$ cat config.mk
export PLATFORM = sky130hd
export DESIGN_NAME = prob03p08_comb_gates_100_seq
export DESIGN_NICKNAME = d
export VERILOG_FILES = /design/src/rtl/prob03p08_comb_gates_100_seq.sv
export SDC_FILE = /design/constraint.sdc
export NUM_CORES = 1
export LEC_CHECK = 0
export BUFFER_PORTS_ARGS = -buffer_cell sky130_fd_sc_hd__buf_2
export CORE_MARGIN = 2
export CORE_UTILIZATION = 55
export DETAILED_ROUTE_END_ITERATION = 8
export HOLD_SLACK_MARGIN = 0.06
export PLACE_DENSITY = 0.87
export SETUP_SLACK_MARGIN = 0.5
export SLEW_MARGIN = 10
export SYNTH_ARGS = -nofsm -noshare
export SYNTH_HDL_FRONTEND = slang
export SYNTH_SLANG_ARGS = --single-unit
$ cat constraint.sdc
create_clock -name clk -period 3 [get_ports clk]
set_clock_uncertainty 0.15 [all_clocks]
set_input_delay 0.15 -clock clk [delete_from_list [all_inputs] [get_ports clk]]
set_output_delay 0.15 -clock clk [all_outputs]
set_load 0.005 [all_outputs]
$ cat src/rtl/prob03p08_comb_gates_100_seq.sv
// ---------------------------------------------------------------------------
// prob03p08_comb_gates_100_seq
//
// Purpose:
//   Computes the AND, NAND, OR and NOR reductions of a 100-bit operand.
//   The operand is consumed 10 bits per clock, so an accepted operand takes
//   ten REDUCE cycles before the results are presented. A valid/ready
//   handshake is used on both the input and the output side.
//
// Configuration:
//   PROB03P08_EARLY_TERM_EN - when defined, the reduction stops as soon as
//   the running AND is 0 and the running OR is 1, because no later chunk can
//   change either result. When undefined, every operand takes exactly ten
//   REDUCE cycles.
//
// Ports:
//   clk      in   1    rising-edge clock
//   reset_n  in   1    asynchronous active-low reset
//   in_val   in   1    operand request
//   in_rdy   out  1    block is idle and will accept an operand
//   in_      in   100  operand, sampled on the accept edge
//   out_val  out  1    results valid
//   out_rdy  in   1    consumer accepts the results
//   out_and  out  1    AND reduction of the accepted operand
//   out_nand out  1    complement of out_and
//   out_or   out  1    OR reduction of the accepted operand
//   out_nor  out  1    complement of out_or
//   busy     out  1    block is not in IDLE
// ---------------------------------------------------------------------------
module prob03p08_comb_gates_100_seq (
  input  logic        clk,
  input  logic        reset_n,
  input  logic        in_val,
  output logic        in_rdy,
  input  logic [99:0] in_,
  output logic        out_val,
  input  logic        out_rdy,
  output logic        out_and,
  output logic        out_nand,
  output logic        out_or,
  output logic        out_nor,
  output logic        busy
);

  typedef enum logic [1:0] {
    IDLE   = 2'd0,
    REDUCE = 2'd1,
    DONE   = 2'd2
  } state_t;

  localparam logic [3:0] LAST_CHUNK = 4'd9;

  state_t      state;
  logic [99:0] opnd;
  logic [3:0]  cnt;
  logic        acc_and;
  logic        acc_or;

  logic [9:0]  chunk;
  logic        next_and;
  logic        next_or;
  logic        finish;

  // Select the 10-bit slice for the current chunk index; chunk 0 is the
  // least significant ten bits of the operand.
  always_comb begin
    chunk = 10'd0;
    case (cnt)
      4'd0:    chunk = opnd[9:0];
      4'd1:    chunk = opnd[19:10];
      4'd2:    chunk = opnd[29:20];
      4'd3:    chunk = opnd[39:30];
      4'd4:    chunk = opnd[49:40];
      4'd5:    chunk = opnd[59:50];
      4'd6:    chunk = opnd[69:60];
      4'd7:    chunk = opnd[79:70];
      4'd8:    chunk = opnd[89:80];
      4'd9:    chunk = opnd[99:90];
      default: chunk = 10'd0;
    endcase
  end

  // Accumulator values after folding in the current chunk, and the decision
  // whether this REDUCE edge is the last one for the operand.
  always_comb begin
    next_and = acc_and & (&chunk);
    next_or  = acc_or  | (|chunk);
    finish   = (cnt == LAST_CHUNK);
`ifdef PROB03P08_EARLY_TERM_EN
    // Once AND has dropped and OR has risen, the remaining chunks are moot.
    if (!next_and && next_or) begin
      finish = 1'b1;
    end
`endif
  end

  // Control FSM together with the operand, accumulator, counter and result
  // registers. Results only change on the edge that enters DONE, so they
  // stay stable through DONE and keep their values after the handshake.
  always_ff @(posedge clk or negedge reset_n) begin
    if (!reset_n) begin
      state   <= IDLE;
      opnd    <= '0;
      cnt     <= 4'd0;
      acc_and <= 1'b1;
      acc_or  <= 1'b0;
      out_and <= 1'b0;
      out_or  <= 1'b0;
    end else begin
      case (state)
        IDLE: begin
          if (in_val) begin
            opnd    <= in_;
            acc_and <= 1'b1;
            acc_or  <= 1'b0;
            cnt     <= 4'd0;
            state   <= REDUCE;
          end
        end
        REDUCE: begin
          acc_and <= next_and;
          acc_or  <= next_or;
          if (finish) begin
            // Counter parks at zero so it never walks past the last chunk.
            cnt     <= 4'd0;
            out_and <= next_and;
            out_or  <= next_or;
            state   <= DONE;
          end else begin
            cnt <= cnt + 4'd1;
          end
        end
        DONE: begin
          if (out_rdy) begin
            state <= IDLE;
          end
        end
        default: begin
          state <= IDLE;
          cnt   <= 4'd0;
        end
      endcase
    end
  end

  // Handshake flags decode the state directly; the complemented results are
  // derived from the result registers so they can never disagree with them.
  assign in_rdy   = (state == IDLE);
  assign out_val  = (state == DONE);
  assign busy     = (state != IDLE);
  assign out_nand = ~out_and;
  assign out_nor  = ~out_or;

endmodule

Word-level counts from Yosys, hierarchy flattened
Index checks and enable logic that the tools add are counted.

Output and inout bits: 7. Register bits: 110. Bits of input ports: 104. Word-level logic and storage cells: 50.

Eq/ne operators: 14. Muxes and demuxes: 12. Bitwise operators: 5. Add/sub/neg operators: 1. Reductions and logical operators: 11.

Operators by type and width (number): 10-bit case mux with 10 select lines (1); 4-bit by 3-bit == test with 1-bit output, second input constant (4); 4-bit case mux with 3 select lines (1); 10-bit AND reduction (1); 10-bit OR reduction (1); 4-bit by 2-bit == test with 1-bit output, second input constant (2); 4-bit == test, second input constant (2); 4-bit two-way mux (2); 2-bit AND reduction (4); 2-bit two-way mux (3); 2-bit case mux with 3 select lines (1); 4-bit by 1-bit adder with 4-bit output, second input constant (1); 4-bit by 1-bit == test with 1-bit output, second input constant (1); 4-bit logical NOT (1); 2-bit != test, second input constant (2); 1-bit case mux with 2 select lines (2); 2-bit nonzero test (2); 1-bit inverter (3); 3-bit AND reduction (1); 2-bit by 1-bit == test with 1-bit output, second input constant (1); 2-bit == test, second input constant (1); 2-bit logical NOT (1); 1-bit two-way mux (2); 2-bit by 1-bit != test with 1-bit output, second input constant (1); 2 further kinds (2).

Longest topological paths before layout
Gate-level depths: netlist of the first run.

Depth after elaboration: 5. Gate-level depth with buffers: 9. Gate-level depth less buffers: 6.

Worst setup path before layout of the first run
No wires, ideal clock.

Path kind: flip-flop to flip-flop. Start point: register cnt[0]. End point: register acc_or. Required time: 2.711 ns. Arrival time: 1.802 ns. Setup time: 0.139 ns. Setup slack: 0.909 ns. Period minus slack after synthesis: 2.091 ns. Buffers on the path: 2. Cell stages (with the launch flop): 9. Cells stage by stage: dfrtp_1 > buf_6 > buf_6 > mux2_4 > a222oi_1 > o211a_1 > nand3b_1 > nor4_2 > a22oi_1.

Longest elaborated chain between the ends: 5. Elaborated cells between the ends (all ways): 14. Classes of those cells: eq/ne (9); mux (2); bitwise (1); reduce/logical (2).

Ends and longest elaborated chain: start, declared (RTL line 55) `logic [3:0] cnt;`; start signal, assigned (RTL line 130) `cnt <= cnt + 4'd1;`; 4-bit == test (tied with other cells) (RTL line 68) `case (cnt)`; 10-bit case mux with 10 select lines * (RTL line 68); 10-bit OR reduction * (RTL line 87) `next_or = acc_or | (|chunk);`; 1-bit OR * (RTL line 87); 1-bit case mux with 2 select lines * (RTL line 110) `case (state)`; end signal, assigned (RTL line 122) `acc_or <= next_or;`; end, declared (RTL line 57) `logic acc_or;`.

Every way passes the cells marked *; elsewhere a longest branch is shown, timed or not. A chain may end at the register's enable or synchronous reset.

Final worst setup path of the first run
Same ends and word-level chain as after synthesis.

==> key figures, run 1 <==
Status
  • Status: complete, no violations

Floorplan
  • X dimension of the die: 103 microns
  • Core ar.: 9590 sq um
  • Io pins: 111
  • Initial Util: 0.558
  • Die Ht: 103 microns
  • Die ar.: 10500 sq um
  • # rows: 36

Cells and area
  • Final Instance Area: 7360 sq um
  • Final core occ: 0.767
  • Filler cells: 593
  • Non-Filler Instances: 775
  • Multi-input logic area: 2410 sq um
  • Register area: 2760 sq um
  • Area grow syn2layout: 37.4%
  • Nets: 739
  • Layout cells sized above 1: 0.427

Power and ir drop
  • Switching power: 2.52 mW
  • Power Dens Cells: 920 nW/um^2
  • Clock power share: 0.131
  • Flop pwr share: 0.412
  • Comb power frac: 0.457
  • Maximum vdd drop: 0.000524 V
  • Internal: 4.26 mW
  • Leakage: 3.26 nW
  • Pwr Total: 6.78 mW
  • Sw frac: 0.371

Clock tree
  • CTS Buf Count: 9
  • Reg clk slew, reported paths: 0.10 ns
  • CTS tree: done
  • H-tree Lvls: 3
  • Root Buffer: clkbuf_8
  • Clk sinks: 110
  • Skew-Pair Late Insertion Delay: 0.39 ns
  • CTS max path bufs: 2

STA
  • Pins over their slew limit: 0
  • Total negative slack: 0 ns
  • Crit path time final: 2.46 ns
  • Final Cycle Share: 0.820
  • Slew at the pin closest to its max-slew limit: 0.661 ns
  • WHS: 0.171 ns
  • Rel. slew slack: 0.559
  • Fmax: 0.407 GHz
  • Setup violations, final: 0
  • RSZ-0062 raised after global routing: no
  • Final hold vios: 0
  • Final setup margin: 0.540 ns

Placed design
  • Placed cell areas: 6020 sq um
  • Placed insts: 645
  • Placer congestion estimate: 0.924
  • DP HPWL: 9470 microns
  • Post-place setup slack: 0.394 ns
  • PortBufs: 110

Drt
  • Drt pass-1 iters: 7
  • Total number of vias: 4359
  • DRT Wirelength: 15600 microns
  • Drt drc: 0
  • Vias per cell: 5.62
  • Initial DRC Count: 283
  • Antenna-violating nets left: 0
  • Wire per inst: 20.1 microns

Logic synthesis
  • Syn Inst Count: 417
  • Most common flop cell mapped by yosys: dfrtp_1
  • Syn. warnings: 0
  • Asr flop ratio synth: 1.00
  • Sequential area share after synthesis: 0.514
  • #FFs+latches synth: 110
  • Count of cell types in the netlist: 58
  • Post-synth EDFFs: 0
  • Syn avg cell area: 12.8 sq um
  • Mapped cell area: 5360 sq um
  • Mapped Nets: 521

Critical path
  • R2R depth: 6
  • Critical path endpoint category: flip-flop
  • Crit path max fanout: 7
  • Critical Path Start Type: flip-flop
  • Setup CP Type: flip-flop to flip-flop
  • Required @ worst endpoint: 3.11 ns
  • Crit path DAT: 2.57 ns

Global route
  • First-pass GRT wire length: 23600 microns
  • Gr usage total: 0.303
  • Total gr overflow: 0
  • Pin count of the biggest net entering global routing: 102
  • Vias in the first global route: 4541
  • Initial antenna violation count: 0

Min path
  • Worst min path class: primary input to async pin

Run
  • Max-cap violation count: 0
==> logic make-up after synthesis <==
| group | Yosys count | share of synthesized area |
|---|---|---|
| and+or+nand+nor | 88 | 0.101 |
| buffers and inverters | 36 | 0.0409 |
| DFF | 110 | 0.514 |
| muxes | 126 | 0.260 |
| xor gates and xnor gates | 1 | 0.00164 |
| AOI/OAI and AO/OA | 56 | 0.0822 |
==> cells in the mapped netlist, types with 3 or more instances <==
cell | instances | area, sq um
dfrtp_1 | 109 | 2730
mux2_2 | 103 | 1160
mux2i_1 | 22 | 220
buf_2 | 16 | 80.1
nor2_1 | 15 | 56.3
a21oi_1 | 9 | 45.0
and3_1 | 8 | 50.1
nand2_1 | 8 | 30.0
nand3b_1 | 8 | 60.1
nor2b_1 | 8 | 50.1
nor3_1 | 8 | 40.0
a22oi_1 | 6 | 45.0
buf_6 | 6 | 67.6
inv_1 | 6 | 22.5
o21ai_0 | 6 | 30.0
buf_4 | 5 | 37.5
nand2b_1 | 5 | 31.3
nand3_1 | 5 | 25.0
o22ai_1 | 5 | 31.3
nor4_1 | 4 | 25.0
a21o_1 | 3 | 22.5
a31oi_1 | 3 | 18.8
nor3b_1 | 3 | 22.5
==> layout by cell type (no fill, tap or decap), types with 3 or more instances in the layout <==
master / synthesis / final
nor2_1: 15 / 15
nor2b_1: 8 / 8
buf_2: 16 / 109
a22oi_1: 6 / 6
clkbuf_8: 0 / 12
o22ai_1: 5 / 5
and3_1: 8 / 8
a31oi_1: 3 / 3
nor3b_1: 3 / 3
a21o_1: 3 / 3
buf_12: 0 / 3
o21ai_0: 6 / 6
dlygate4sd3_1: 0 / 103
nand2_1: 8 / 8
nand3b_1: 8 / 8
dfrtp_1: 109 / 105
mux2_2: 103 / 102
dfrtp_2: 0 / 4
a21oi_1: 9 / 9
mux2i_1: 22 / 21
nor3_1: 8 / 8
nor4_2: 2 / 4
inv_1: 6 / 6
nand2b_1: 5 / 5
buf_4: 5 / 19
nand3_1: 5 / 5
==> final cells by class <==
cell class,count,share of cell area
sequential,110,0.375
multi-input combinational,271,0.327
timing repair buffer,236,0.245
tap,133,0.0226
clock buffer,12,0.0224
clock inverter,4,0.00408
inverter,7,0.00357
antenna,2,0.000680
==> power by group through the flow <==
stage               Sequential, mW  Combinational [mW]  Clock [mW]
floorplan                     2.50                2.26           0
global placement              2.74                2.69           0
detailed placement            2.78                2.76           0
CTS                           2.76                2.87       0.896
global route                  2.84                3.32       0.954
finish                        2.79                3.10       0.888
==> worst max-delay path, stage by stage, from the launching register on <==
cell and delay (ns):
dfrtp_2 0.52, mux2_4 0.34, a222oi_1 0.53, o211a_1 0.26, nand3b_1 0.10, nor4_2 0.32
a22oi_1 0.13
==> metal layers <==
layer	wire [microns]	share of wire	vias to the layer above	GRT usage
li1	-	-	1983	-
met2	8180	0.52	187	0.535
met1	6190	0.40	2147	0.368
met3	664	0.043	42	0.0414
met4	564	0.036	0	0.143
met5	0	0	-	0
==> sequential cells by signal, indices dropped and copies added (netlist names) <==
signal	count
acc_and	1
acc_or	1
cnt	4
opnd	100
out_and	1
out_or	1
state	2
==> timing repair <==
action                                  4_1_cts  5_1_grt
hold buffers                                103        0
endpoints found under the hold margin       152        0
pin swaps                                     0        3
resized for setup                             2        9
setup buffers                                 0        9
endpoints found under the setup margin        2        4
cloned                                        0        0
==> worst paths after layout <==
| kind | to | slack, ns | start |
|---|---|---|---|
| max in group asynchronous | acc_and | 1.71 | reset_n |
| worst min register to register | opnd[29] | 0.37 | opnd[29] |
| worst max-delay path | acc_or | 0.54 | cnt[0] |
| min in group clk | opnd[29] | 0.37 | opnd[29] |
| worst min-delay path | opnd[0] | 0.17 | reset_n |
| worst max register to register | acc_or | 0.54 | cnt[0] |
Note: power is estimated with default switching activity, not from simulation.
==> inputs of run 2 (changes only) <==
clock period = 2.5 ns   (was 3 ns; I/O delays follow)
==> run 2 against run 1 <==
Effect of this change: the run now ends with setup timing left; first-iteration DRC count decreased by 5.3%; fmax decreased by 1.9%; largest power group unchanged; sequential share of layout area decreased by 0.67 points; die area unchanged; clock-buffer cell count decreased by 1; via count increased by 1.7%; final area increased by 1.8%; utilization increased by 1.4 points.
==> key figures, run 2 (synthesis results as in run 1) <==
Critical path
  • Required @ worst endpoint: 2.60 ns (-0.51 ns)
  • Crit-path cells: buf_4 -> buf_12 -> nor2b_2 -> o2bb2ai_1 -> a221oi_1 -> o221ai_1 -> nor3_1 -> a31oi_1
  • Slowest stage cell on the critical path: dfrtp_2
  • Critical path endpoint category: flip-flop
  • R2r setup slk: -0.007 ns (-0.55 ns)
  • Setup CP Type: flip-flop to flip-flop
  • Crit path max fanout: 11 (+4)
  • Worst Path Buf+Inv: 2 (+2)
  • Crit path DAT: 2.60 ns (+0.03 ns)
  • CP delay by family, top: compound AO/OA/AOI/OAI gates
  • CP peak stage delay: 0.45 ns (-0.08 ns)
  • Critical Path Start Type: flip-flop

Clock tree
  • CTS max path bufs: 2 (unchanged)
  • CTS tree: done
  • Root Buffer: clkbuf_8
  • CTS Buf Count: 9 (unchanged)
  • H-tree Lvls: 3 (unchanged)
  • Skew-Pair Late Insertion Delay: 0.38 ns (about the same)
  • Reg clk slew, reported paths: 0.12 ns (+0.02 ns)
  • Clk sinks: 110 (unchanged)

Cells and area
  • Biggest register: opnd
  • Register area: 2760 sq um (unchanged)
  • Multi-input logic area: 2470 sq um (+2.4%)
  • Non-Filler Instances: 776 (+0.13%)
  • Final Instance Area: 7500 sq um (+1.8%)
  • Most frequent cells in the layout: 109 x buf_2, 105 x dfrtp_1, 104 x dlygate4sd3_1, 103 x mux2_2, 22 x mux2i_1
  • Largest regs: opnd (100), cnt (4), state (2)
  • Number of flip-flops in the largest register: 100 (unchanged)
  • Diodes inserted: 0 (-2)
  • Area grow syn2layout: 39.9%
  • Leading cell type in the layout, fill and taps excluded: buf_2
  • Filler cells: 576 (-2.9%)
  • Nets: 742 (+0.41%)
  • Layout cells sized above 1: 0.442 (+0.0151)

STA
  • Total negative slack: -0.00688 ns (-0.00688 ns)
  • Final Cycle Share: 1.00 (+0.183)
  • RSZ-0062 raised after global routing: yes
  • Crit path time final: 2.51 ns (+0.0470 ns)
  • Final hold vios: 0 (unchanged)
  • Fmax: 0.399 GHz (-1.9%)
  • Pins over their slew limit: 0 (unchanged)
  • Final setup margin: -0.00688 ns (-0.547 ns)
  • Rel. slew slack: 0.667 (+0.108)
  • Setup violations, final: 1 (+1)
  • Slew at the pin closest to its max-slew limit: 0.497 ns (-0.164 ns)

Drt
  • Initial DRC Count: 268 (-5.3%)
  • Wire per inst: 19.7 microns (-2.1%)
  • Vias per cell: 5.72 (+1.6%)
  • Total number of vias: 4435 (+1.7%)
  • Antenna-violating nets left: 0 (unchanged)
  • DRT Wirelength: 15300 microns (-1.9%)
  • Drt pass-1 iters: 5 (-2)
  • Drt drc: 0 (unchanged)

Power and ir drop
  • Maximum vdd drop: 0.000622 V (+19%)
  • Leakage: 3.30 nW (+1.2%)
  • Power Dens Cells: 1110 nW/um^2 (+21%)

Placed design
  • PortBufs: 110 (unchanged)
  • Placer congestion estimate: 0.932 (+0.87%)
  • Placed insts: 647 (+0.31%)
  • Placed cell areas: 6080 sq um (+1.1%)
  • Post-place setup slack: -0.0127 ns (-0.407 ns)
  • DP HPWL: 9310 microns (-1.7%)

Floorplan
  • Die ar.: 10500 sq um (unchanged)
  • X dimension of the die: 103 microns (unchanged)
  • Io pins: 111 (unchanged)
  • Core ar.: 9590 sq um (unchanged)
  • # rows: 36 (unchanged)
  • Die Ht: 103 microns (unchanged)
  • Initial Util: 0.558 (unchanged)

Run
  • Max-cap violation count: 0 (unchanged)

Status
  • Violations in the final reports: setup timing
  • Status: finished, violations left

Global route
  • Total gr overflow: 0 (unchanged)
  • Gr usage total: 0.292 (-0.0113)
  • First-pass GRT wire length: 22700 microns (-3.8%)
  • Vias in the first global route: 4505 (-0.79%)
  • Pin count of the biggest net entering global routing: 83 (-19%)
  • Initial antenna violation count: 0 (unchanged)

Min path
  • Worst min path class: primary input to flip-flop
run 2: cell count changes in the layout (fill, tap and decap cells not counted), moves of 2 or more:
cell,previous run,this run
nor3_2,0,2
nor3_1,8,6
buf_12,3,5
buf_4,19,15
nor4_2,4,2
nor4_4,0,2
o22ai_1,5,3
buf_6,2,5
diode_2,2,0
o22ai_2,0,2
run 2: worst paths after layout:
kind                           from  endpoint  cells after the start
min reg2reg                opnd[13]  opnd[13]                      1
max reg2reg                  cnt[0]    out_or                      8
max                          cnt[0]    out_or                      8
max in group asynchronous   reset_n    cnt[0]                      4
min                         in_[34]  opnd[34]                      3
min in group asynchronous   reset_n   opnd[3]                      3
run 2: stage by stage:
| step | utilization | power [mW] | hold slack [ns] |
|---|---|---|---|
| after floorplan | - | 5.74 | -0.321 |
| after global placement | 0.634 | 6.59 | -0.0889 |
| after detailed placement | 0.634 | 6.73 | -0.0789 |
| after CTS | 0.771 | 8.01 | 0.341 |
| after global routing | 0.781 | 8.76 | 0.339 |
| final | 0.781 | 8.33 | 0.348 |
run 2: worst reg2reg max path, stage by stage (launching register included):
cell and delay [ns]:
dfrtp_2 0.45, buf_4 0.17, buf_12 0.15, nor2b_2 0.18, o2bb2ai_1 0.16, a221oi_1 0.33, o221ai_1 0.22, nor3_1 0.43
a31oi_1 0.15
run 2: area by class of cell:
class | instances | area share
clock buffers | 11 | 0.0202
multi-input cells | 271 | 0.329
inverters | 7 | 0.00401
flip-flops and latches | 110 | 0.368
repair buffers | 239 | 0.251
clock inverters | 5 | 0.00567
well taps | 133 | 0.0222
run 2: what timing repair did:
| item | CTS | global route |
|---|---|---|
| setup endpoints to repair | 4 | 21 |
| endpoints found under the hold margin | 211 | 0 |
| gates cloned | 0 | 1 |
| pin swaps | 6 | 8 |
| resized for setup | 10 | 10 |
| setup buffers | 4 | 3 |
| hold buffers | 105 | 0 |
run 2: routing by layer:
| metal | vias up | global-route usage | wire length (microns) |
|---|---|---|---|
| met1 | 2199 | 0.358 | 5910 |
| met2 | 210 | 0.509 | 7950 |
| met4 | 0 | 0.104 | 505 |
| li1 | 1973 | - | - |
| met3 | 53 | 0.0631 | 929 |
| met5 | - | 0 | 0 |
run 2: power breakdown:
part           switching (mW)  internal, mW  leakage, nW
Clock                   0.628         0.427       0.0961
Combinational            1.88          2.10         1.89
Sequential              0.633          2.67         1.31
Total                    3.14          5.19         3.30
==> inputs of run 3 (changes only) <==
ABC_AREA = 1   (was not set)
==> run 3 against run 2 <==
Effect of this change: the run now ends clean; worst setup slack gained 0.34 ns; clock-buffer cell count shrank 1; fmax grew 16%; routed wire length grew 27%; area after synthesis shrank 0.96%; clock power grew 6%; critical path type unchanged; utilization grew 3.7 points; critical path depth grew 5; combinational power shrank 8.6%; non-clock buffer count grew 4; largest cell class unchanged.
==> key figures, run 3 <==
Drt
  • Initial DRC Count: 719 (+170%)
  • Vias per cell: 5.49 (-4.0%)
  • Drt pass-1 iters: 6 (+1)
  • Wire per inst: 17.6 microns (-11%)
  • Drt drc: 0 (unchanged)
  • Total number of vias: 6040 (+36%)
  • DRT Wirelength: 19400 microns (+27%)
  • Antenna-violating nets left: 0 (unchanged)

Logic synthesis
  • Asr flop ratio synth: 1.00 (unchanged)
  • #FFs+latches synth: 110 (unchanged)
  • Synth area leader: dfrtp_1
  • Sequential area share after synthesis: 0.519 (+0.00497)
  • Count of cell types in the netlist: 18 (-69%)
  • Syn Inst Count: 743 (+78%)
  • Count leader, synth: nand2_1
  • Post-synth top cells: 412 x nand2_1, 109 x dfrtp_1, 64 x nand3_1
  • Mapped Nets: 847 (+63%)
  • Top cell type's share of synthesized area: 0.514 (+0.00492)
  • Most common flop cell mapped by yosys: dfrtp_1
  • Post-synth EDFFs: 0 (unchanged)
  • Syn avg cell area: 7.14 sq um (-44%)
  • Top area cells in the synthesized netlist: dfrtp_1 51%, nand2_1 29%, nand3_1 6.0%
  • Syn. warnings: 0 (unchanged)
  • Mapped cell area: 5310 sq um (-0.96%)

Critical path
  • Crit path max fanout: 6 (-5)
  • Critical path endpoint category: flip-flop
  • Required @ worst endpoint: 2.64 ns (+0.04 ns)
  • Crit path DAT: 2.30 ns (-0.30 ns)
  • Critical Path Start Type: flip-flop
  • Setup CP Type: flip-flop to flip-flop

STA
  • Final setup margin: 0.334 ns (+0.341 ns)
  • Slew at the pin closest to its max-slew limit: 0.855 ns (+0.357 ns)
  • RSZ-0062 raised after global routing: yes
  • Total negative slack: 0 ns (+0.00688 ns)
  • Fmax: 0.462 GHz (+16%)
  • Setup violations, final: 0 (-1)
  • WHS: 0.0938 ns (-0.255 ns)
  • Final hold vios: 0 (unchanged)
  • Pins over their slew limit: 0 (unchanged)
  • Crit path time final: 2.17 ns (-0.341 ns)
  • Rel. slew slack: 0.428 (-0.239)
  • Final Cycle Share: 0.866 (-0.136)

Placed design
  • DP HPWL: 10400 microns (+12%)
  • Placer congestion estimate: 0.980 (+5.1%)
  • Placed cell areas: 5980 sq um (-1.6%)
  • Placed insts: 962 (+49%)
  • Post-place setup slack: 0.358 ns (+0.370 ns)
  • PortBufs: 110 (unchanged)

Cells and area
  • Number of flip-flops in the largest register: 100 (unchanged)
  • Leading cell type in the layout, fill and taps excluded: nand2_1
  • Diodes inserted: 0 (unchanged)
  • Largest regs: opnd (100), cnt (4), state (2)
  • Non-Filler Instances: 1101 (+42%)
  • Final Instance Area: 7600 sq um (+1.4%)
  • Layout cells sized above 1: 0.209 (-0.233)
  • Area grow syn2layout: 43.3%
  • Nets: 1071 (+44%)
  • Biggest register: opnd
  • Most frequent cells in the layout: 399 x nand2_1, 109 x buf_2, 106 x dfrtp_1, 103 x dlygate4sd3_1, 60 x nand3_1
  • Final core occ: 0.819 (+0.0374)

Clock tree
  • CTS Buf Count: 9 (unchanged)
  • Skew-Pair Late Insertion Delay: 0.40 ns (+0.02 ns)
  • Root Buffer: clkbuf_8
  • H-tree Lvls: 3 (unchanged)
  • Clk sinks: 110 (unchanged)
  • CTS tree: done
  • Reg clk slew, reported paths: 0.12 ns (about the same)
  • CTS max path bufs: 2 (unchanged)

Power and ir drop
  • Internal: 4.39 mW (-15%)
  • Pwr Total: 7.96 mW (-4.4%)
  • Flop pwr share: 0.405 (+0.009)
  • Power Dens Cells: 1050 nW/um^2 (-5.7%)
  • Comb power frac: 0.456 (-0.021)
  • Maximum vdd drop: 0.000576 V (-7.4%)
  • Clock power share: 0.139 (+0.012)
  • Leakage: 4.14 nW (+26%)
  • Switching power: 3.58 mW (+14%)
  • Sw frac: 0.449 (+0.0723)

Floorplan
  • X dimension of the die: 102 microns (-0.46%)
  • Core ar.: 9280 sq um (-3.2%)
  • # rows: 35 (-2.8%)
  • Io pins: 111 (unchanged)
  • Die Ht: 102 microns (-0.46%)
  • Initial Util: 0.572 (+0.0131)
  • Die ar.: 10500 sq um (-0.91%)

Global route
  • Gr usage total: 0.355 (+0.0632)
  • Initial antenna violation count: 0 (unchanged)
  • Vias in the first global route: 5702 (+27%)
  • First-pass GRT wire length: 27900 microns (+23%)
  • Pin count of the biggest net entering global routing: 78 (-6.0%)
  • Total gr overflow: 0 (unchanged)

Min path
  • Worst min path class: primary input to async pin

Status
  • Status: complete, no violations

Run
  • Max-cap violation count: 0 (unchanged)
## run 3: cell types whose count changed after synthesis, sizes merged, moves of 10 or more
cell	before	now
nand2	8	412
nor2	15	63
mux2	104	0
inv	7	36
o21ai	6	16
buf	27	12
nand3	5	64
clkbuf	2	18
mux2i	22	0
## run 3: timing repair
| item | 4_1_cts | 5_1_grt |
|---|---|---|
| resized for setup | 15 | 45 |
| buffers inserted | 5 | 14 |
| endpoints found under the setup margin | 4 | 32 |
| pin swaps | 1 | 14 |
| hold buffers | 103 | 0 |
| endpoints found under the hold margin | 211 | 0 |
| gates cloned | 0 | 1 |
## run 3: worst paths after layout
kind | from | end | slack [ns] | depth (start not counted)
worst max register to register | cnt[0] | acc_or | 0.33 | 13
max in group asynchronous | reset_n | cnt[2] | 0.79 | 3
min in group clk | in_val | opnd[19] | 0.26 | 6
worst max-delay path | cnt[0] | acc_or | 0.33 | 13
worst min register to register | opnd[53] | opnd[53] | 0.34 | 2
worst min-delay path | reset_n | acc_and | 0.09 | 2
## run 3: final cells by class
| class | count | area (sq um) |
|---|---|---|
| clock buffer | 10 | 138 |
| clock inverter | 6 | 57.6 |
| fill | 571 | 1680 |
| inverter | 36 | 144 |
| multi-input combinational | 567 | 2420 |
| sequential | 110 | 2760 |
| tap | 129 | 161 |
| timing repair buffer | 243 | 1920 |
## run 3: logic make-up after synthesis
family / Yosys count / synth area share
compound gates: 20 / 0.0203
buf+inv: 66 / 0.0505
flops: 110 / 0.519
simple gates: 547 / 0.410
## run 3: worst max-delay path: stages, from the launching register on
cell        delay (ns)
dfrtp_2           0.49
nand2_4           0.11
clkinvlp_4        0.18
buf_6             0.19
nand3_2           0.06
nand2_2           0.06
nor2_1            0.12
nand2_1           0.09
nor2_1            0.17
nand2_1           0.09
nor2_2            0.13
nand3_2           0.09
nand2_1           0.06
nand2_1           0.05
## run 3: power groups by stage
stage	clock network [mW]	logic (mW)	registers, mW
after floorplan	0	1.96	2.96
after global placement	0	2.56	3.13
after detailed placement	0	2.64	3.15
after CTS	1.09	2.91	3.14
after global routing	1.17	3.94	3.28
final	1.11	3.63	3.22
## run 3: per-layer routing
layer	wire, microns	part of all wire	GRT usage
met5	0	0	0
met4	1050	0.054	0.187
met3	1880	0.097	0.0622
met2	9430	0.49	0.602
met1	7000	0.36	0.435
